`src/rtl/bpa_mp_add_seq.sv`:
```
// Multi-precision add sequencer: drives one external SIZE-bit BPA adder one word
// per cycle, least-significant word first, carrying between words in a register.
module bpa_mp_add_seq #(
    parameter int SIZE  = 16,
    parameter int WORDS = 4
) (
    input  logic                    clk,
    input  logic                    rst,
    input  logic                    start,
    input  logic [SIZE*WORDS-1:0]   a,
    input  logic [SIZE*WORDS-1:0]   b,
    input  logic                    cin,
    output logic                    busy,
    output logic                    done,
    output logic [SIZE*WORDS-1:0]   sum,
    output logic                    carry_out,
    output logic [SIZE-1:0]         add_a,
    output logic [SIZE-1:0]         add_b,
    output logic                    add_cin,
    input  logic [SIZE-1:0]         add_sum,
    input  logic                    add_cout
);

    localparam int IDXW = (WORDS > 1) ? $clog2(WORDS) : 1;
    localparam logic [IDXW-1:0] LAST_IDX = IDXW'(WORDS - 1);

    typedef enum logic [1:0] {
        IDLE,
        RUN,
        DONE
    } state_t;

    state_t                  state_q, state_d;
    logic [IDXW-1:0]         idx_q, idx_d;
    logic                    carry_q, carry_d;
    logic [SIZE*WORDS-1:0]   a_q, a_d;
    logic [SIZE*WORDS-1:0]   b_q, b_d;
    logic [SIZE*WORDS-1:0]   sum_q, sum_d;
    logic                    cout_q, cout_d;

    always_ff @(posedge clk) begin
        if (rst) begin
            state_q <= IDLE;
            idx_q   <= '0;
            carry_q <= 1'b0;
            a_q     <= '0;
            b_q     <= '0;
            sum_q   <= '0;
            cout_q  <= 1'b0;
        end else begin
            state_q <= state_d;
            idx_q   <= idx_d;
            carry_q <= carry_d;
            a_q     <= a_d;
            b_q     <= b_d;
            sum_q   <= sum_d;
            cout_q  <= cout_d;
        end
    end

    always_comb begin
        state_d = state_q;
        idx_d   = idx_q;
        carry_d = carry_q;
        a_d     = a_q;
        b_d     = b_q;
        sum_d   = sum_q;
        cout_d  = cout_q;
        add_a   = '0;
        add_b   = '0;
        add_cin = 1'b0;
        case (state_q)
            IDLE: begin
                if (start) begin
                    a_d     = a;
                    b_d     = b;
                    carry_d = cin;
                    idx_d   = '0;
                    sum_d   = '0;
                    cout_d  = 1'b0;
                    state_d = RUN;
                end
            end
            RUN: begin
                // The adder is combinational, so its result for this word is written back on the same edge.
                add_a   = a_q[idx_q*SIZE +: SIZE];
                add_b   = b_q[idx_q*SIZE +: SIZE];
                add_cin = carry_q;
                sum_d[idx_q*SIZE +: SIZE] = add_sum;
                carry_d = add_cout;
                if (idx_q == LAST_IDX) begin
                    cout_d  = add_cout;
                    idx_d   = '0;
                    state_d = DONE;
                end else begin
                    idx_d = idx_q + 1'b1;
                end
            end
            DONE: begin
                state_d = IDLE;
            end
            default: begin
                state_d = IDLE;
            end
        endcase
    end

    assign busy      = (state_q == RUN);
    assign done      = (state_q == DONE);
    assign sum       = sum_q;
    assign carry_out = cout_q;

endmodule

```
`config.mk`:
```
export PLATFORM = sky130hd
export DESIGN_NAME = bpa_mp_add_seq
export DESIGN_NICKNAME = d
export VERILOG_FILES = /design/src/rtl/bpa_mp_add_seq.sv
export SDC_FILE = /design/constraint.sdc
export NUM_CORES = 1
export LEC_CHECK = 0
export BUFFER_PORTS_ARGS = -buffer_cell sky130_fd_sc_hd__buf_2
export CAP_MARGIN = 25
export CORE_MARGIN = 2
export CORE_UTILIZATION = 51
export DETAILED_ROUTE_END_ITERATION = 16
export GPL_TIMING_DRIVEN = 0
export MAX_ROUTING_LAYER = met4
export PLACE_DENSITY = 0.77
export SLEW_MARGIN = 15
export SYNTH_ARGS = -nofsm -noshare
export SYNTH_HDL_FRONTEND = slang
export SYNTH_SLANG_ARGS = --single-unit
```
`constraint.sdc`:
```
create_clock -name clk -period 2.95 [get_ports clk]
set_input_delay 0.295 -clock clk [delete_from_list [all_inputs] [get_ports clk]]
set_output_delay 0.295 -clock clk [all_outputs]
set_load 0.01 [all_outputs]
```
After elaboration in Yosys (flattened, before gate mapping)
Cells that the tools add are included.
{ "word_totals": {"regBits": 198, "input_bits": 149, "out_inout_bits": 100, "elab_cells": 41} }
{ "classes": {"n_addsub": 2, "eq_ne": 5, "shift": 4, "mux": 17, "reduce_logical": 6} }
{ "ops": {"columns": ["cell", "count"], "rows": [
  ["one-hot mux 64 bit (2 select lines)", 1],
  ["indexed part select 64 x 7 -> 16 bit", 2],
  ["bitwise mux 64 bit", 1],
  ["2-to-1 mux 64 bit", 1],
  ["variable shift 16 x 34 -> 64 bit (first input constant)", 1],
  ["indexed part select 16 x 34 -> 64 bit", 1],
  ["negator 6 -> 34 bit", 1],
  ["2-to-1 mux 16 bit", 2],
  ["2-to-1 mux 2 bit", 4],
  ["one-hot mux 2 bit (2 select lines)", 2],
  ["AND reduction 2 bit", 3],
  ["equality test 2 bit (second input constant)", 2],
  ["2-to-1 mux 1 bit", 4],
  ["one-hot mux 1 bit (2 select lines)", 2],
  ["AND reduction 3 bit", 1],
  ["adder 2 x 1 -> 2 bit (second input constant)", 1],
  ["equality test 2 x 1 -> 1 bit (second input constant)", 1],
  ["logical NOT 2 bit", 1],
  ["inequality test 2 x 1 -> 1 bit (second input constant)", 1],
  ["inequality test 2 bit (second input constant)", 1],
  ["nonzero test 2 bit", 1]
]} }

Logic depth before layout (Yosys ltp)
Gate-level depths: netlist of the first run.
{ "logic_depth": {"word_depth": 4, "mapped_depth": 10, "depth_no_buf": 5} }

Worst setup path before layout of the first run
Ideal clock, no wire load.
{ "synth_timing": {"kind": "register to register", "start": "register idx_q[1]", "end": "register sum_q[22], in the netlist sum[22]", "setup_ps": 59, "t_arrival_ps": 2514, "t_required_ps": 2891, "slack_ps": 377, "path_stages_with_launch": 10, "n_path_buf": 4, "period_less_slack_ps": 2573, "cell_sequence": "dfxtp_1 buf_2 buf_2 buf_2 inv_1 ha_1 or3b_4 nor4_4 buf_6 a22o_1"} }
{ "synth_via": {"elab_chain_len": 4, "word_cells_on_any_way": 5, "cone_classes": "add/sub (1); shift (2); mux (2)"} }
{ "synth_rtl": {"columns": ["item", "line_no", "rtl"], "rows": [
  ["from (decl)", "34", "logic [IDXW-1:0] idx_q, idx_d;"],
  ["from (signal assigned)", "52", "idx_q <= idx_d;"],
  ["negator 6 -> 34 bit (*)", "89", "sum_d[idx_q*SIZE +: SIZE] = add_sum;"],
  ["indexed part select 16 x 34 -> 64 bit / variable shift 16 x 34 -> 64 bit (equally long branches)", "89", null],
  ["bitwise mux 64 bit (*)", "89", null],
  ["one-hot mux 64 bit (2 select lines) (*)", "72", "case (state_q)"],
  ["to (signal assigned)", "56", "sum_q <= sum_d;"],
  ["to (decl)", "38", "logic [SIZE*WORDS-1:0] sum_q, sum_d;"]
]} }
Every way passes the cells marked *; elsewhere a longest branch is shown, timed or not.
A chain may end at the register's enable or synchronous reset.

Final worst setup path of the first run
{ "layout_timing": {"start": "register idx_q[0]", "end": "output port add_a[0]"} }
{ "layout_via": {"elab_chain_len": 2} }
{ "layout_rtl": {"columns": ["item", "line_no", "rtl"], "rows": [
  ["indexed part select 64 x 7 -> 16 bit", "86", "add_a = a_q[idx_q*SIZE +: SIZE];"],
  ["2-to-1 mux 16 bit", "72", null],
  ["to (decl)", "17", "output logic [SIZE-1:0] add_a,"]
]} }
Every way passes these cells.

==> flow_summary.toml, run 1 <==
[clock_tree]
cts_root_buf = "clkbuf_16"
cts_hold_buffers = 0
numCtsBuffers = 17
cts_tree = "done"
cts.sinks = 198
clock_path_buffers = 2
cts_max_level = 4
clock_latency_ps = 440
clk_pin_slew_ps = 70

[timing]
slew_headroom = 0.4752
drv_slew = 0
fin_skew_ps = 8.809
setup_violations = 0
hold_ws_ps = 82.73
period_needed_ps = 2801
fin_crit_sh = 0.9495
worstMarginPinSlew_ps = 780.8
hold_viol_final = 0
rsz0062_at_grt = "true"
timing.fmax_mhz = 357.0

[detailed_routing]
wirelength_um = 22640
drt_iter0_drc = 350
firstDrtPassIters = 5
drc = 0
wl_per_cell_um = 17.44
vias_per_cell = 5.434
postRouteAntennaNets = 0
num_vias = 7053

[worst_setup_path]
worst_ep_arrival_time_ps = 2510
critPathCaptureType = "output port"
cp_data_required_time_ps = 2650
cp-start-kind = "flop"
worstSetupPathType = "reg2out"
cp_max_fo = 10

[synth]
yosysUniqueCellTypes = 33
syn_nets = 982
ys_seq_elements = 198
synthFlopType = "dfxtp_1"
synth.avg_cell_area_um2 = 9.477
syn_area_mm2 = 0.007838
synthArstFlopShare = 0
seq_area_frac_synth = 0.5057
synth_edf_count = 0
ys.warnings.count = 0
synthCells = 827

[place]
gp_congestion = 0.8945
place_inst = 1263
placed_area_mm2 = 0.009314
io_buffers = 248
dp_hpwl_um = 16510

[power_and_ir_drop]
p_leak_nw = 4.432
ir_worst_vdd_v = 0.0004398
power.total_mw = 5.962
p_per_area_mw_per_mm2 = 598.1

[die]
io_pins = 249
die-area_mm2 = 0.01638
num_rows = 45
fp.dieH_um = 128.0
start_util = 0.5194
core_area_mm2 = 0.01509
fp.dieW_um = 128.0

[final_layout]
syn_to_final_growth_pct = 27.20
design_area_mm2 = 0.009970
nets = 1251
drive_gt1_frac = 0.3363
fin_util = 0.6607
instances_no_fill = 1298

[grt]
track_usage = 0.2899
gr-total-overflow = 0
antenna_found_initial = 1
grt_pass1_wl_um = 35550
grt_max_degree = 20
grt_pass1_vias = 6904

[hold_path]
holdCritPathClass = "in2reg"

[job]
maxCapViolCount = 0

[outcome]
status = "finished clean"
[repair_timing]
item                                   in CTS  in global routing
endpoints found under the hold margin       0                  0
setup endpoints to repair                  52                 40
resized for setup                           2                  4
setup buffers                               3                  0
pin swaps                                   2                  0
[registers in the layout (all words and copies together) (netlist names)]
register / flops
a_q: 64
b_q: 64
carry_out: 1
carry_q: 1
idx_q: 2
state_q: 2
sum: 64
[metrics by stage]
stage	setup TNS [ps]	setup slack, ps
2_1_floorplan	0	377.2
3_3_place_gp	-4803	-229.4
3_5_place_dp	-5453	-240.1
4_1_cts	0	67.62
5_1_grt	-0.3686	-0.3686
6_report	0	149.1
[power breakdown]
group / switching, mW / internal, mW / total, mW
Combinational: 0.397 / 0.298 / 0.695
Sequential: 0.0636 / 2.79 / 2.86
Clock: 1.12 / 1.29 / 2.41
[cells in the mapped netlist (4+ instances only)]
cell | instances | area, um2
nand2_1 | 260 | 975.9
dfxtp_1 | 198 | 3964
a21oi_1 | 132 | 660.6
a22o_1 | 64 | 560.5
and2_1 | 32 | 200.2
mux4_2 | 32 | 720.7
buf_2 | 29 | 145.1
clkbuf_1 | 21 | 78.83
buf_6 | 11 | 123.9
ha_1 | 6 | 75.07
buf_4 | 5 | 37.54
inv_1 | 5 | 18.77
mux2_2 | 4 | 45.04
nor2_1 | 4 | 15.01
[per-layer routing]
layer | vias up | track usage | wire length [um] | share of wire
li1 | 3393 | - | - | -
met1 | 3336 | 0.3570 | 9806 | 0.43
met2 | 281 | 0.4807 | 10930 | 0.48
met3 | 43 | 0.06219 | 1404 | 0.062
met4 | 0 | 0.08920 | 503 | 0.022
met5 | - | - | 0 | 0
[placed cells by master, fill, tap and decap left out, drive strengths merged, types with 2 or more instances in the layout]
master      n
mux4       32
inv        11
clkinvlp    3
a22o       64
nor3b       2
ha          6
nor2        4
nand2     260
bufinv      2
nor4        4
clkbuf     40
dfxtp     198
clkinv      4
buf       294
a21oi     135
and2       32
mux2        4
or3b        2
nand2b      2
[kinds of logic after synthesis]
| group | share of synthesized area |
|---|---|
| AOI/OAI and AO/OA | 0.1630 |
| adders and majority gates | 0.009578 |
| buffers and inverters | 0.05204 |
| DFF | 0.5057 |
| muxes | 0.09898 |
| and+or+nand+nor | 0.1707 |
[path summary, 6_finish.rpt]
check                start       end  slack [ps]  depth (start not counted)
setup / recovery  idx_q[0]  add_a[0]         150                          5
hold reg to reg    b_q[45]   b_q[45]         460                          2
hold / removal       a[37]   a_q[37]          80                          3
setup reg to reg  idx_q[1]   sum[39]         170                          9
[critical path, cell delays in order (launching register included)]
cell and delay, ps:
dfxtp_1 430, buf_2 330, buf_2 410, mux4_2 560, and2_1 190, buf_2 140
[layout make-up]
| class | count | area [um2] |
|---|---|---|
| antenna | 1 | 2.502 |
| buffer | 66 | 397.9 |
| clock buffer | 17 | 425.4 |
| clock inverter | 15 | 192.7 |
| fill | 1306 | 5120 |
| inverter | 5 | 18.77 |
| multi-input combinational | 557 | 3470 |
| sequential | 198 | 3964 |
| tap | 188 | 235.2 |
| timing repair buffer | 251 | 1264 |
No activity file was read; power rests on OpenSTA's default activity.
==> run 2: changes to the inputs <==
--- a/config.mk
+++ b/config.mk
@@ -13,4 +13,5 @@
 export GPL_TIMING_DRIVEN = 0
+export HOLD_SLACK_MARGIN = 0.05
 export MAX_ROUTING_LAYER = met4
-export PLACE_DENSITY = 0.77
+export PLACE_DENSITY = 0.89
 export SLEW_MARGIN = 15
==> constraint.sdc (replaced) <==
create_clock -name clk -period 2.95 [get_ports clk]
set_input_delay 0 -clock clk [delete_from_list [all_inputs] [get_ports clk]]
set_output_delay 0 -clock clk [all_outputs]
set_load 0.01 [all_outputs]
==> flow_summary.toml, run 2 (same netlist as run 1, synthesis figures left out) <==
[worst_setup_path]
cpMostUsedCell = "buf_4"
cp-start-kind = "flop"
reg2reg_to = "sum[40]"
cp_max_fo = 19
crit_path_max_incr_delay_ps = 440
timing.rr.start = "idx_q[1]"
reg2reg_depth = 8
reg2reg_slack_ps = 240
worstSetupPathType = "reg2reg"
cp_cell_sequence = "clkbuf_4 > buf_4 > inv_1 > ha_1 > or3b_4 > nor4_4 > buf_4 > a22o_1"
critPathCaptureType = "flop"
cp_data_required_time_ps = 3320
crit_buf_inv = 4
setup.worst_path.start = "idx_q[1]"
slowest_stage = "or3b_4"
crit_family = "buffers and inverters"
worst_ep_arrival_time_ps = 3080

[timing]
slew_headroom = 0.5323
timing.fmax_mhz = 369.0
hold_viol_final = 0
setup_tns_ps = 0
hold_ws_ps = 107.0
worst_slack_ps = 239.9
fin_crit_sh = 0.9187
fin_skew_ps = 7.786
rsz0062_at_grt = "false"
period_needed_ps = 2710
setup_violations = 0
worstMarginPinSlew_ps = 701.6
drv_slew = 0

[grt]
gr-total-overflow = 0
track_usage = 0.3768
antenna_found_initial = 1
grt_pass1_wl_um = 45530
grt_max_degree = 17
grt_pass1_vias = 8778

[detailed_routing]
num_vias = 8464
vias_per_cell = 5.861
wirelength_um = 29800
drt_iter0_drc = 863
drc = 0
wl_per_cell_um = 20.64
postRouteAntennaNets = 0
firstDrtPassIters = 5

[clock_tree]
clock_latency_ps = 430
clk_pin_slew_ps = 70
numCtsBuffers = 17
cts_max_level = 4
cts.sinks = 198
cts_tree = "done"
cts_root_buf = "clkbuf_16"
clock_path_buffers = 2

[outcome]
status = "finished clean"

[hold_path]
hp-start = "rst"
holdCritPathClass = "in2reg"
hold-path-endpoint = "sum[63]"
holdPathStages = 3

[final_layout]
nets = 1398
drive_gt1_frac = 0.2956
fill_cells = 942
layout_commonest_cell = "buf_2"
multi_input_area_mm2 = 0.003487
seqCellArea_mm2 = 0.003964
syn_to_final_growth_pct = 45.58
mostFrequentLayoutCells = "273 x buf_2, 260 x nand2_1, 198 x dfxtp_1"
instances_no_fill = 1444

[power_and_ir_drop]
p_leak_nw = 5.033
power.total_mw = 6.080
ir_worst_vdd_v = 0.0004471
p_per_area_mw_per_mm2 = 532.8

[die]
die-area_mm2 = 0.01638
fp.dieH_um = 128.0
core_area_mm2 = 0.01509
num_rows = 45
fp.dieW_um = 128.0
start_util = 0.5194
io_pins = 249

[place]
io_buffers = 248
dp_hpwl_um = 16770
place_inst = 1263
gp_congestion = 0.8886
dpl_worst_slack_ps = -210.7

[job]
maxCapViolCount = 0
-- run 2: cell types whose count changed in the layout (fill, tap and decap cells not counted), moves of 2 or more --
cell and delta:
dlygate4sd3_1 +147, clkinv_8 -2, clkinv_2 +3, clkbuf_1 +2
clkbuf_4 -2, inv_8 -3
-- run 2: routing by layer --
| layer | share of wire | vias to the layer above | GRT usage |
|---|---|---|---|
| met2 | 0.49 | 688 | 0.6244 |
| met4 | 0.063 | 0 | 0.2262 |
| met3 | 0.082 | 198 | 0.07262 |
| met5 | 0 | - | - |
| li1 | - | 3663 | - |
| met1 | 0.37 | 3915 | 0.4238 |
-- run 2: stage by stage --
stage | cell area (um2) | util
6_report | 11410 | 0.7561
2_1_floorplan | 7838 | -
4_1_cts | 11400 | 0.7552
3_5_place_dp | 9314 | 0.6172
5_1_grt | 11410 | 0.7561
3_3_place_gp | 9314 | 0.6172
-- run 2: cell type report --
class                      instances  share of cell area
sequential                       198              0.3474
multi-input combinational        557              0.3056
timing repair buffer             399              0.2404
clock buffer                      20             0.03915
buffer                            65             0.03399
tap                              188             0.02062
clock inverter                    11             0.01097
inverter                           5            0.001645
antenna                            1           0.0002193
-- run 2: worst max-delay path by stage --
stage / to / slack (ps) / cells past startpoint
final: sum[40] / 240 / 8
after global routing: sum[43] / 110 / 8
after CTS: sum[61] / 0.4 / 8
after detailed placement: sum[31] / -210 / 9
after global placement: sum[42] / -160 / 9
after floorplan: sum[22] / 380 / 9
-- run 2: what timing repair did --
| item | in CTS | in global routing |
|---|---|---|
| endpoints found under the setup margin | 46 | 47 |
| setup buffers | 4 | 0 |
| gates cloned | 0 | 0 |
| hold buffers | 147 | 0 |
| pin swaps | 2 | 0 |
| resized for setup | 3 | 4 |
| endpoints found under the hold margin | 194 | 0 |
-- run 2: power by group --
group	leakage, nW	switching, mW	internal, mW
Sequential	1.62	0.0735	2.79
Combinational	3.14	0.479	0.426
Clock	0.277	1.03	1.27
-- run 2: worst register-to-register path: stages (launching register included) --
cell and delay (ps):
dfxtp_1 380, clkbuf_4 250, buf_4 330, inv_1 140
ha_1 400, or3b_4 450, nor4_4 300, buf_4 250
a22o_1 150
==> run 3: changes to the inputs <==
RECOVER_POWER = 50   (was not set)
==> flow_summary.toml, run 3 (same netlist as run 1, synthesis figures left out) <==
[outcome]
status = "finished clean"

[timing]
setup_violations = 0
period_needed_ps = 2719
hold_ws_ps = 109.6
timing.fmax_mhz = 367.8
fin_skew_ps = 6.894
rsz0062_at_grt = "false"
fin_crit_sh = 0.9216
worstMarginPinSlew_ps = 691.6
slew_headroom = 0.5389
hold_viol_final = 0
drv_slew = 0

[clock_tree]
clk_pin_slew_ps = 70
clock_latency_ps = 430
clock_path_buffers = 2
cts_tree = "done"
cts.sinks = 198
numCtsBuffers = 17
cts_max_level = 4
cts_root_buf = "clkbuf_16"

[die]
num_rows = 45
io_pins = 249
core_area_mm2 = 0.01509
die-area_mm2 = 0.01638
fp.dieH_um = 128.0
fp.dieW_um = 128.0
start_util = 0.5194

[final_layout]
fill_cells = 1006
layout_commonest_cell = "nand2_1"
drive_gt1_frac = 0.2295
syn_to_final_growth_pct = 44.19
design_area_mm2 = 0.01130
mostFrequentLayoutCells = "260 x nand2_1, 198 x dfxtp_1, 192 x buf_2"
nets = 1398

[job]
maxCapViolCount = 0

[grt]
track_usage = 0.3768
grt_pass1_wl_um = 45530
grt_max_degree = 17
gr-total-overflow = 0
grt_pass1_vias = 8778
antenna_found_initial = 1

[power_and_ir_drop]
p_leak_nw = 4.687
p_per_area_mw_per_mm2 = 537.1
ir_worst_vdd_v = 0.0004406
power.total_mw = 6.069

[worst_setup_path]
critPathCaptureType = "flop"
setup.worst_path.start = "idx_q[1]"
reg2reg_depth = 8
cp_max_fo = 19
cp-start-kind = "flop"
timing.rr.start = "idx_q[1]"
cp_data_required_time_ps = 3320
worstSetupPathType = "reg2reg"
worst_ep_arrival_time_ps = 3090

[detailed_routing]
vias_per_cell = 5.882
firstDrtPassIters = 7
num_vias = 8494
wl_per_cell_um = 20.67
postRouteAntennaNets = 0
wirelength_um = 29850
drc = 0
drt_iter0_drc = 873

[place]
gp_congestion = 0.8886
io_buffers = 248
placed_area_mm2 = 0.009314
dp_hpwl_um = 16770

[hold_path]
holdPathStages = 3
holdCritPathClass = "in2reg"
hp-start = "rst"
run 3: cell count changes in the layout (fill, tap and decap cells not counted), sizes merged:
cell / delta
buf: -83
clkbuf: +83
run 3: what timing repair did:
item                                   in CTS  in global routing
hold buffers                              147                  0
buffers inserted                            4                  0
pin swaps                                   2                  0
setup endpoints to repair                  46                 47
resized for setup                           3                  4
endpoints found under the hold margin     194                  0
run 3: path summary, 6_finish.rpt:
check	end	slack (ps)
max	sum[40]	230
min	sum[63]	110
max reg2reg	sum[40]	230
min reg2reg	b_q[43]	450
run 3: worst max-delay path: stages, from the launching register on:
cell      delay [ps]
dfxtp_1          380
clkbuf_4         260
buf_4            330
inv_1            140
ha_1             400
or3b_4           440
nor4_4           300
buf_4            250
a22o_1           150
run 3: per-layer routing:
| layer | vias to the layer above | share of wire | GRT usage |
|---|---|---|---|
| met1 | 3931 | 0.36 | 0.4238 |
| met2 | 702 | 0.49 | 0.6244 |
| li1 | 3662 | - | - |
| met4 | 0 | 0.064 | 0.2262 |
| met5 | - | 0 | - |
| met3 | 199 | 0.092 | 0.07262 |
run 3: report_power, final:
group          total [mW]  internal (mW)  switching, mW
logic               0.895          0.417          0.479
registers            2.87           2.79         0.0734
clock network        2.31           1.27           1.03
run 3: layout make-up:
class	instances	area, um2	area share
flip-flops and latches	198	3964	0.3508
multi-input cells	557	3487	0.3086
repair buffers	399	2659	0.2353
clock buffers	20	446.7	0.03953
plain buffers	65	362.8	0.03211
well taps	188	235.2	0.02081
clock inverters	11	125.1	0.01107
inverters	5	18.77	0.001661
diodes	1	2.502	0.0002214
run 3: stage by stage:
stage	std cells	setup TNS [ps]	utilization	setup slack (ps)
floorplan	827	0	-	377.2
global placement	1263	-3038	0.6172	-162.2
detailed placement	1263	-5363	0.6172	-210.7
CTS	1445	0	0.7552	0.4088
global route	1444	0	0.7489	56.54
finish	1444	0	0.7489	231.4
